<file path="src/rtl/rs_cmd_queue_bridge.sv">
// Avalon-MM bridge between the HPS lightweight bus and the RS 16/14 controller.
// It queues encode/decode commands, dispatches them one at a time, records completions and passes RAM accesses through.
`timescale 1ns/1ps
module rs_cmd_queue_bridge #(
  parameter int ADDR_W       = 8,
  parameter int DATA_W       = 32,
  parameter int SEL_LSB      = 8,
  parameter int CMD_DEPTH    = 4,
  parameter int STS_DEPTH    = 4,
  parameter int DONE_TIMEOUT = 1024
) (
  input  logic              clk_i,
  input  logic              rst_i,
  input  logic              chipselect_i,
  input  logic              read_i,
  input  logic              write_i,
  input  logic [31:0]       address_i,
  input  logic [DATA_W-1:0] writedata_i,
  output logic [DATA_W-1:0] readdata_o,
  output logic              readdatavalid_o,
  output logic              waitrequest_o,
  output logic              hps_mem_stb_o,
  output logic              hps_mem_write_o,
  output logic [DATA_W-1:0] hps_mem_wdata_o,
  output logic [ADDR_W-1:0] hps_mem_addr_o,
  input  logic [DATA_W-1:0] hps_mem_rdata_i,
  input  logic              hps_mem_rdy_i,
  output logic              hps_rs_exec_o,
  output logic              hps_rs_en_decn_o,
  output logic [ADDR_W-1:0] hps_rs_addr_o,
  input  logic              encode_done_i,
  input  logic              decode_done_i,
  input  logic              dec_cerr_i,
  input  logic              dec_ncerr_i,
  output logic              irq_o
);
  localparam int CW = $clog2(CMD_DEPTH);
  localparam int SW = $clog2(STS_DEPTH);
  localparam int TW = $clog2(DONE_TIMEOUT + 1);

  typedef enum logic [1:0] {D_IDLE, D_ISSUE, D_BUSY, D_RECORD} dstate_t;
  typedef enum logic [1:0] {M_IDLE, M_STB, M_WAIT} mstate_t;

  dstate_t dstate;
  mstate_t mstate;

  logic [2:0] sel;
  logic       req, wr, rd, sel_ram, sel_cmd, accept;
  logic       unused;

  assign sel     = address_i[SEL_LSB+2:SEL_LSB];
  assign req     = chipselect_i & (read_i | write_i);
  assign wr      = write_i;
  assign rd      = read_i & ~write_i;
  assign sel_ram = (sel == 3'b000);
  assign sel_cmd = (sel[2:1] == 2'b01);
  assign unused  = &{1'b0, address_i};

  logic [ADDR_W:0]   cmd_mem [CMD_DEPTH];
  logic [CW-1:0]     cmd_wp, cmd_rp;
  logic [CW:0]       cmd_cnt;
  logic              cmd_full, cmd_push, cmd_pop;

  logic [DATA_W-1:0] sts_mem [STS_DEPTH];
  logic [SW-1:0]     sts_wp, sts_rp;
  logic [SW:0]       sts_cnt, sts_cnt_next;
  logic              sts_full, sts_push, sts_pop;

  logic [TW-1:0]     tmo_cnt;
  logic              rec_cerr, rec_ncerr, rec_tmo, done_match;
  logic [DATA_W-1:0] sts_word, occ_word, rd_word;

  assign cmd_full = (cmd_cnt == (CW+1)'(CMD_DEPTH));
  assign sts_full = (sts_cnt == (SW+1)'(STS_DEPTH));

  // RAM accesses hold the bus until the RAM answers; command writes stall only while the queue is full.
  always_comb begin
    waitrequest_o = 1'b0;
    if (req) begin
      if (sel_ram)            waitrequest_o = !(mstate == M_WAIT && hps_mem_rdy_i);
      else if (wr && sel_cmd) waitrequest_o = cmd_full;
    end
  end

  assign accept     = req & ~waitrequest_o;
  assign cmd_push   = accept & wr & sel_cmd;
  assign cmd_pop    = (dstate == D_IDLE) && (cmd_cnt != '0);
  assign sts_pop    = accept & rd & (sel == 3'b100) & (sts_cnt != '0);
  assign sts_push   = (dstate == D_RECORD) && (!sts_full || sts_pop);
  assign done_match = hps_rs_en_decn_o ? encode_done_i : decode_done_i;
  assign sts_cnt_next = sts_cnt + (SW+1)'(sts_push) - (SW+1)'(sts_pop);

  always_comb begin
    sts_word = '0;
    sts_word[31] = 1'b1;
    sts_word[30] = hps_rs_en_decn_o;
    sts_word[10] = rec_tmo;
    sts_word[9]  = rec_ncerr;
    sts_word[8]  = rec_cerr;
    sts_word[ADDR_W-1:0] = hps_rs_addr_o;
  end

  always_comb begin
    occ_word = '0;
    occ_word[7:0]  = 8'(cmd_cnt);
    occ_word[15:8] = 8'(sts_cnt);
    occ_word[16]   = (dstate != D_IDLE);
    occ_word[17]   = (mstate != M_IDLE);
  end

  always_comb begin
    rd_word = '0;
    case (sel)
      3'b100:  rd_word = (sts_cnt != '0) ? sts_mem[sts_rp] : '0;
      3'b101:  rd_word = occ_word;
      default: rd_word = '0;
    endcase
  end

  // Avalon side: register reads answer next cycle, RAM accesses run stb -> wait for rdy.
  always_ff @(posedge clk_i) begin
    if (rst_i) begin
      mstate          <= M_IDLE;
      hps_mem_stb_o   <= 1'b0;
      hps_mem_write_o <= 1'b0;
      hps_mem_wdata_o <= '0;
      hps_mem_addr_o  <= '0;
      readdata_o      <= '0;
      readdatavalid_o <= 1'b0;
    end else begin
      readdatavalid_o <= 1'b0;
      hps_mem_stb_o   <= 1'b0;
      case (mstate)
        M_IDLE: if (req && sel_ram && dstate == D_IDLE && cmd_cnt == '0) begin
          hps_mem_stb_o   <= 1'b1;
          hps_mem_write_o <= wr;
          hps_mem_addr_o  <= address_i[ADDR_W-1:0];
          hps_mem_wdata_o <= writedata_i;
          mstate          <= M_STB;
        end
        M_STB:  mstate <= M_WAIT;
        M_WAIT: if (hps_mem_rdy_i) begin
          mstate <= M_IDLE;
          if (!hps_mem_write_o) begin
            readdata_o      <= hps_mem_rdata_i;
            readdatavalid_o <= 1'b1;
          end
        end
        default: mstate <= M_IDLE;
      endcase
      if (accept && rd && !sel_ram) begin
        readdata_o      <= rd_word;
        readdatavalid_o <= 1'b1;
      end
    end
  end

  always_ff @(posedge clk_i) if (cmd_push) cmd_mem[cmd_wp] <= {sel[0], address_i[ADDR_W-1:0]};
  always_ff @(posedge clk_i) if (sts_push) sts_mem[sts_wp] <= sts_word;

  always_ff @(posedge clk_i) begin
    if (rst_i) begin
      cmd_wp  <= '0;
      cmd_rp  <= '0;
      cmd_cnt <= '0;
      sts_wp  <= '0;
      sts_rp  <= '0;
      sts_cnt <= '0;
      irq_o   <= 1'b0;
    end else begin
      if (cmd_push) cmd_wp <= cmd_wp + 1'b1;
      if (cmd_pop)  cmd_rp <= cmd_rp + 1'b1;
      cmd_cnt <= cmd_cnt + (CW+1)'(cmd_push) - (CW+1)'(cmd_pop);
      if (sts_push) sts_wp <= sts_wp + 1'b1;
      if (sts_pop)  sts_rp <= sts_rp + 1'b1;
      sts_cnt <= sts_cnt_next;
      irq_o   <= (sts_cnt_next != '0);
    end
  end

  // Dispatcher: mode/address stay on the RS port from issue until the status is recorded.
  always_ff @(posedge clk_i) begin
    if (rst_i) begin
      dstate           <= D_IDLE;
      hps_rs_exec_o    <= 1'b0;
      hps_rs_en_decn_o <= 1'b0;
      hps_rs_addr_o    <= '0;
      tmo_cnt          <= '0;
      rec_cerr         <= 1'b0;
      rec_ncerr        <= 1'b0;
      rec_tmo          <= 1'b0;
    end else begin
      hps_rs_exec_o <= 1'b0;
      case (dstate)
        D_IDLE: if (cmd_cnt != '0) begin
          {hps_rs_en_decn_o, hps_rs_addr_o} <= cmd_mem[cmd_rp];
          hps_rs_exec_o <= 1'b1;
          dstate        <= D_ISSUE;
        end
        D_ISSUE: begin
          tmo_cnt <= TW'(1);
          dstate  <= D_BUSY;
        end
        D_BUSY: begin
          if (done_match) begin
            rec_cerr  <= !hps_rs_en_decn_o && dec_cerr_i;
            rec_ncerr <= !hps_rs_en_decn_o && dec_ncerr_i;
            rec_tmo   <= 1'b0;
            dstate    <= D_RECORD;
          end else if (tmo_cnt >= TW'(DONE_TIMEOUT)) begin
            rec_cerr  <= 1'b0;
            rec_ncerr <= 1'b0;
            rec_tmo   <= 1'b1;
            dstate    <= D_RECORD;
          end else begin
            tmo_cnt <= tmo_cnt + 1'b1;
          end
        end
        D_RECORD: if (sts_push) begin
          hps_rs_en_decn_o <= 1'b0;
          hps_rs_addr_o    <= '0;
          tmo_cnt          <= '0;
          dstate           <= D_IDLE;
        end
        default: dstate <= D_IDLE;
      endcase
    end
  end
endmodule

</file>
<file path="config.mk">
export PLATFORM = sky130hd
export DESIGN_NAME = rs_cmd_queue_bridge
export DESIGN_NICKNAME = d
export VERILOG_FILES = /design/src/rtl/rs_cmd_queue_bridge.sv
export SDC_FILE = /design/constraint.sdc
export NUM_CORES = 1
export LEC_CHECK = 0
export BUFFER_PORTS_ARGS = -buffer_cell sky130_fd_sc_hd__buf_2
export CORE_MARGIN = 5
export CORE_UTILIZATION = 58
export DETAILED_ROUTE_END_ITERATION = 8
export PLACE_DENSITY = 0.91
export SLEW_MARGIN = 20
export SYNTH_ARGS = -nofsm -noshare
export SYNTH_HDL_FRONTEND = slang
export SYNTH_SLANG_ARGS = --single-unit
export TNS_END_PERCENT = 50
</file>
<file path="constraint.sdc">
create_clock -name clk_i -period 6.63 [get_ports clk_i]
set_input_delay 0.663 -clock clk_i [delete_from_list [all_inputs] [get_ports clk_i]]
set_output_delay 0.663 -clock clk_i [all_outputs]
set_load 0.01 [all_outputs]
</file>
## After elaboration in Yosys (flattened, before gate mapping)

Memories as Yosys holds them, arrays and structs flattened. A register that Yosys moved wholly into a read port is not among the register bits.
Cells that the tools add are included.

| cells by class | value |
|---|---|
| add/subtract/negate cells | 9 |
| order comparisons | 1 |
| equality and inequality tests | 18 |
| mux-type cells | 47 |
| bitwise operators | 13 |
| reductions and logical operators | 39 |

Operator list:

| cell | number |
|---|---|
| 32-bit 2-to-1 mux | 5 |
| 32-bit case mux with 2 select lines | 1 |
| 11-bit 2-to-1 mux | 3 |
| 11-bit case mux with 3 select lines | 1 |
| 1-bit 2-to-1 mux | 21 |
| 2-bit 2-to-1 mux | 10 |
| 8-bit 2-to-1 mux | 2 |
| 8-bit case mux with 2 select lines | 1 |
| 3-bit == test (second input constant) | 4 |
| 2-bit nonzero test | 6 |
| 3-bit nonzero test | 4 |
| 11-bit by 1-bit adder with 11-bit output (second input constant) | 1 |
| 11-bit greater-or-equal comparator (second input constant) | 1 |
| 1-bit logical AND | 11 |
| 2-bit inequality test (second input constant) | 5 |
| 3-bit AND reduction | 3 |
| 2-bit by 1-bit adder with 2-bit output (second input constant) | 4 |
| 1-bit AND | 8 |
| 2-bit case mux with 4 select lines | 1 |
| 3-bit by 1-bit adder with 3-bit output | 2 |
| 2-bit by 1-bit == test with 1-bit output (second input constant) | 3 |
| 2-bit == test (second input constant) | 3 |
| 3-bit zero test | 2 |
| 2-bit case mux with 3 select lines | 1 |
| 12 further kinds | 24 |

| word-level totals | value |
|---|---|
| register bits | 118 |
| memory bits (writable) | 84 |
| bits of input ports | 106 |
| logic and storage cells | 151 |
| memories | 2 |

Memories:

| memory | words | width | read ports | clocked after memory_dff | wr ports | RTL line | text |
|---|---|---|---|---|---|---|---|
| sts_mem | 4 | 12 | 1 | 1 | 1 | 64 | `logic [DATA_W-1:0] sts_mem [STS_DEPTH];` |
| cmd_mem | 4 | 9 | 1 | 1 | 1 | 59 | `logic [ADDR_W:0] cmd_mem [CMD_DEPTH];` |

## Depth between registers and ports, before layout

| depth | value |
|---|---|
| depth in word-level cells | 15 |
| depth in mapped cells | 12 |
| gate-level depth less buffers | 10 |

## Least setup slack after synthesis

OpenSTA, ideal clock, no wires.

| timing path | value |
|---|---|
| path kind | input to register |
| start | input port address_i[9] |
| end | register irq_o |
| library setup time | 132 ps |
| data arrival time | 2619 ps |
| slack | 3879 ps |
| cell stages on the path | 10 |
| path buffers | 0 |
| path through | or3b_2 > o211a_1 > nor2_1 > inv_1 > ha_1 > inv_1 > ha_1 > fa_1 > xnor2_1 > a21oi_1 |

| on the way | value |
|---|---|
| cells in the longest elaborated chain, start to end | 15 |

RTL lines:

| item | RTL line | text |
|---|---|---|
| start: declaration | 17 | `input logic [31:0] address_i,` |
| 2-bit by 1-bit == test with 1-bit output | 56 | `assign sel_cmd = (sel[2:1] == 2'b01);` |
| 1-bit logical AND | 81 | `else if (wr && sel_cmd) waitrequest_o = cmd_full;` |
| 1-bit 2-to-1 mux | 81 |  |
| 1-bit 2-to-1 mux | 80 | `if (sel_ram) waitrequest_o = !(mstate == M_WAIT && hps_mem_rdy_i);` |
| 1-bit 2-to-1 mux | 79 | `if (req) begin` |
| 1-bit inverter | 85 | `assign accept = req & ~waitrequest_o;` |
| 1-bit AND | 85 |  |
| 1-bit AND | 88 | `assign sts_pop = accept & rd & (sel == 3'b100) & (sts_cnt != '0);` |
| 1-bit AND (*) (2 in series) | 88 |  |
| 1-bit logical OR | 89 | `assign sts_push = (dstate == D_RECORD) && (!sts_full \|\| sts_pop);` |
| 1-bit logical AND | 89 |  |
| 3-bit by 1-bit adder with 3-bit output | 91 | `assign sts_cnt_next = sts_cnt + (SW+1)'(sts_push) - (SW+1)'(sts_pop);` |
| 3-bit by 1-bit subtractor with 3-bit output (*) | 91 |  |
| 3-bit nonzero test (*) | 177 | `irq_o <= (sts_cnt_next != '0);` |
| end signal: assignment | 177 |  |
| end: declaration | 35 | `output logic irq_o` |

Mark *: on every way between the ends. The rest lies on a longest branch, timed or not.
A chain may end at the register's enable or synchronous reset.

## Worst setup path after layout

| timing path | value |
|---|---|
| start | input port address_i[8] |
| end | register irq_o |

| on the way | value |
|---|---|
| cells in the longest elaborated chain, start to end | 13 |

RTL lines:

| item | RTL line | text |
|---|---|---|
| 3-bit zero test | 55 | `assign sel_ram = (sel == 3'b000);` |
| 1-bit 2-to-1 mux | 80 |  |
| 1-bit 2-to-1 mux | 79 |  |
| 1-bit inverter | 85 |  |
| 1-bit AND | 85 |  |
| 1-bit AND | 88 |  |
| 1-bit AND (*) (2 in series) | 88 |  |
| 1-bit logical OR | 89 |  |
| 1-bit logical AND | 89 |  |
| 3-bit by 1-bit adder with 3-bit output | 91 |  |
| 3-bit by 1-bit subtractor with 3-bit output (*) | 91 |  |
| via sts_cnt_next[1] | 66 | `logic [SW:0] sts_cnt, sts_cnt_next;` |
| 3-bit nonzero test (*) | 177 |  |

The timed path passes the listed nets; every way through them passes the cells marked *.

==> impl_metrics.ini <==
[run_status]
status = completed

[grt]
grt_pass1_wl_um = 30800
grt_max_degree = 52
gr-usage-all-layers_pct = 22.8
first_global_vias = 6220
antenna_found_initial = 0
overflow = 0

[logic_synthesis]
yosysSeqAreaShare_pct = 59.7
ys_ff_latch = 206
synth_edf_count = 84
synth.distinct_cells = 69
yosys.area.top_type = edfxtp_1
syn_inst = 746
synth_top_area_share_pct = 30.3
ys.flop_type = dfxtp_1
ys_warn_count = 0
synth-async-reset-ratio_pct = 0
syn_area_sq_um = 8320
synth_fp_nets = 871
syn_avg_cell_area_sq_um = 11.2
synth.area.top_cells = edfxtp_1, dfxtp_1, nand2_1, mux4_2, a21oi_1

[clock_tree]
tritoncts = yes
postCtsResizedCells = 0
clk_root_buffer_cell = clkbuf_16
clk_latency_ps = 490
clkSinkCount = 206
cts_buffers = 21
cts_setup_buffers = 0
hold_buffers = 0
htreeDepth = 1
clkTransAtPathRegs_ps = 60
clock_path_buffers = 3

[setup_path]
crit_top_cell = ha_1
slowest_delay_ps = 510
path_buf_inv = 2
ff2ff_path_depth = 8
startpoint = address_i[8]
crit_slowest_cell = and3_1
r2r-end = irq_o
r2r_slack_ps = 3980
end_kind = register
crit_fanout = 10
endpoint = irq_o
startpoint_type = primary input
timing.rr.start = sts_cnt[2]
criticalPathCategory = primary input to register
worstPathArrival_ps = 3020
cp_num_cells = 9
path_cells = buf_2 -> nor3b_2 -> and3_1 -> ha_1 -> inv_1 -> ha_1 -> fa_1 -> nor2_1 -> a21oi_1
crit_family = simple AND/OR/NAND/NOR gates
cp.required_ps = 6970

[min_path]
hp-class = primary input to register

[cells_and_area]
final_nets = 1023
final_common_cell = buf_2
drive_gt1_share_pct = 26.6
diodes = 0
multiInputGateArea_sq_um = 3050
n_fill_cell = 971
layout_common_cells = buf_2, nand2_1, dfxtp_1
register_area_sq_um = 4960
syn2layout_area_growth_pct = 19.1

[power_and_ir_drop]
power_mw = 3.18
power_frac_comb_pct = 15.3
leakagePower_nw = 3.84
switching_share_pct = 26.4
p_seq_share_pct = 47.3
pwr-share-clk_pct = 37.4
cellPowerDensity_nw_per_um2 = 321
p_int_mw = 2.34
vdd_drop_max_mv = 0.252
power.net_switching_mw = 0.838

[sta]
final_max_slew_viol_count = 0
worst_slew_pin_slew_ps = 864
finalCritPeriodShare_pct = 40.3
rsz0062_at_grt = false
clock_skew_ps = 11.4
setup_viol = 0
finalCriticalPeriod_ps = 2670
fmax_mhz = 374
tns_ps = 0
finalHoldViolCount = 0
slew-limit-headroom_pct = 42.2

[routing]
drt_wl_total_um = 19500
antenna_left = 0
vias_per_cell = 5.71
firstDrtPassIters = 6
drc = 0
drtIter0Drc = 394
wl_per_cell_um = 17.8
vias = 6235

[place]
dp_hpwl_um = 13300
place.gp.congestion = 0.875
io_buffers = 171

[die]
die_h_um = 130
initial_utilization_pct = 59.5
die_area_sq_um = 16800
ios = 193
die_w_um = 130
rows = 43
design.core.area_sq_um = 14000

[flow_run]
cap_violations = 0
-- cells in the mapped netlist, types with 8 or more instances --
| library cell | instances |
|---|---|
| mux4_2 | 21 |
| nor3_1 | 9 |
| o31ai_1 | 9 |
| o21ai_0 | 23 |
| nand2_1 | 150 |
| inv_1 | 22 |
| and3_1 | 12 |
| dfxtp_1 | 122 |
| nand3_1 | 20 |
| a211oi_1 | 8 |
| a21oi_1 | 89 |
| clkbuf_1 | 30 |
| edfxtp_1 | 84 |
| ha_1 | 17 |
| nor2_1 | 23 |
-- cell families (layout without fill, tap and decap cells) --
| logic type | after synthesis | count (layout) | synth area share, % |
|---|---|---|---|
| adder cells (fa/ha/maj) | 19 | 19 | 3.04 |
| buffers and inverters | 68 | 234 | 3.86 |
| AO/OA/AOI/OAI | 163 | 163 | 11.8 |
| AND/OR/NAND/NOR | 256 | 256 | 14.5 |
| multiplexers | 25 | 25 | 6.24 |
| XOR/XNOR | 9 | 9 | 0.947 |
| flip-flops | 206 | 206 | 59.7 |
-- through the flow --
stage / setup slack, ps / instance area, sq um / hold WS (ps) / std cells / utilization, %
floorplan: 3880 / 8320 / 455 / 746 / -
global placement: 3590 / 9210 / 434 / 1055 / 65.8
detailed placement: 3490 / 9210 / 440 / 1055 / 65.8
CTS: 3990 / 9910 / 395 / 1092 / 70.8
global route: 3820 / 9910 / 401 / 1092 / 70.8
finish: 3960 / 9910 / 410 / 1092 / 70.8
-- power by group through the flow --
stage          Sequential [mW]  Clock [mW]  Combinational [mW]
2_1_floorplan             1.51           0               0.349
3_3_place_gp              1.52           0               0.462
3_5_place_dp              1.53           0               0.477
4_1_cts                   1.50        1.21               0.485
5_1_grt                   1.52        1.27               0.540
6_report                  1.50        1.19               0.485
-- worst min path at each step --
stage                         from                  end  slack, ps  depth (start not counted)
3_5_place_dp   hps_mem_wdata_o[25]  hps_mem_wdata_o[25]        440                          2
4_1_cts               address_i[4]        cmd_mem[3][4]        390                          1
3_3_place_gp    hps_mem_wdata_o[0]   hps_mem_wdata_o[0]        430                          2
2_1_floorplan           tmo_cnt[5]           tmo_cnt[5]        460                          2
5_1_grt               address_i[4]        cmd_mem[3][4]        400                          1
6_report              address_i[4]        cmd_mem[2][4]        410                          1
-- state kept, by name, summed over array words and instances (netlist names), 3 cells and up, named ones only --
register	cells
cmd_mem	36
cmd_cnt	3
readdata_o	32
sts_cnt	3
hps_mem_wdata_o	32
hps_rs_addr_o	8
hps_mem_addr_o	8
tmo_cnt	11
sts_mem	48
-- final cells by class --
cell class / instances / area share [%]
Multi-Input combinational cell: 472 / 30.8
Sequential cell: 206 / 50.1
Inverter: 22 / 0.833
Tap cell: 180 / 2.27
Clock buffer: 25 / 5.67
Clock inverter: 12 / 1.38
Timing Repair Buffer: 175 / 8.94
-- layer usage --
layer	track usage [%]	part of all wire, %	up-vias
li1	-	-	2985
met1	28.0	39	2975
met2	39.8	49	244
met3	6.63	9.4	31
met4	5.75	1.9	0
met5	0	0	-
No activity file was read; power rests on OpenSTA's default activity.
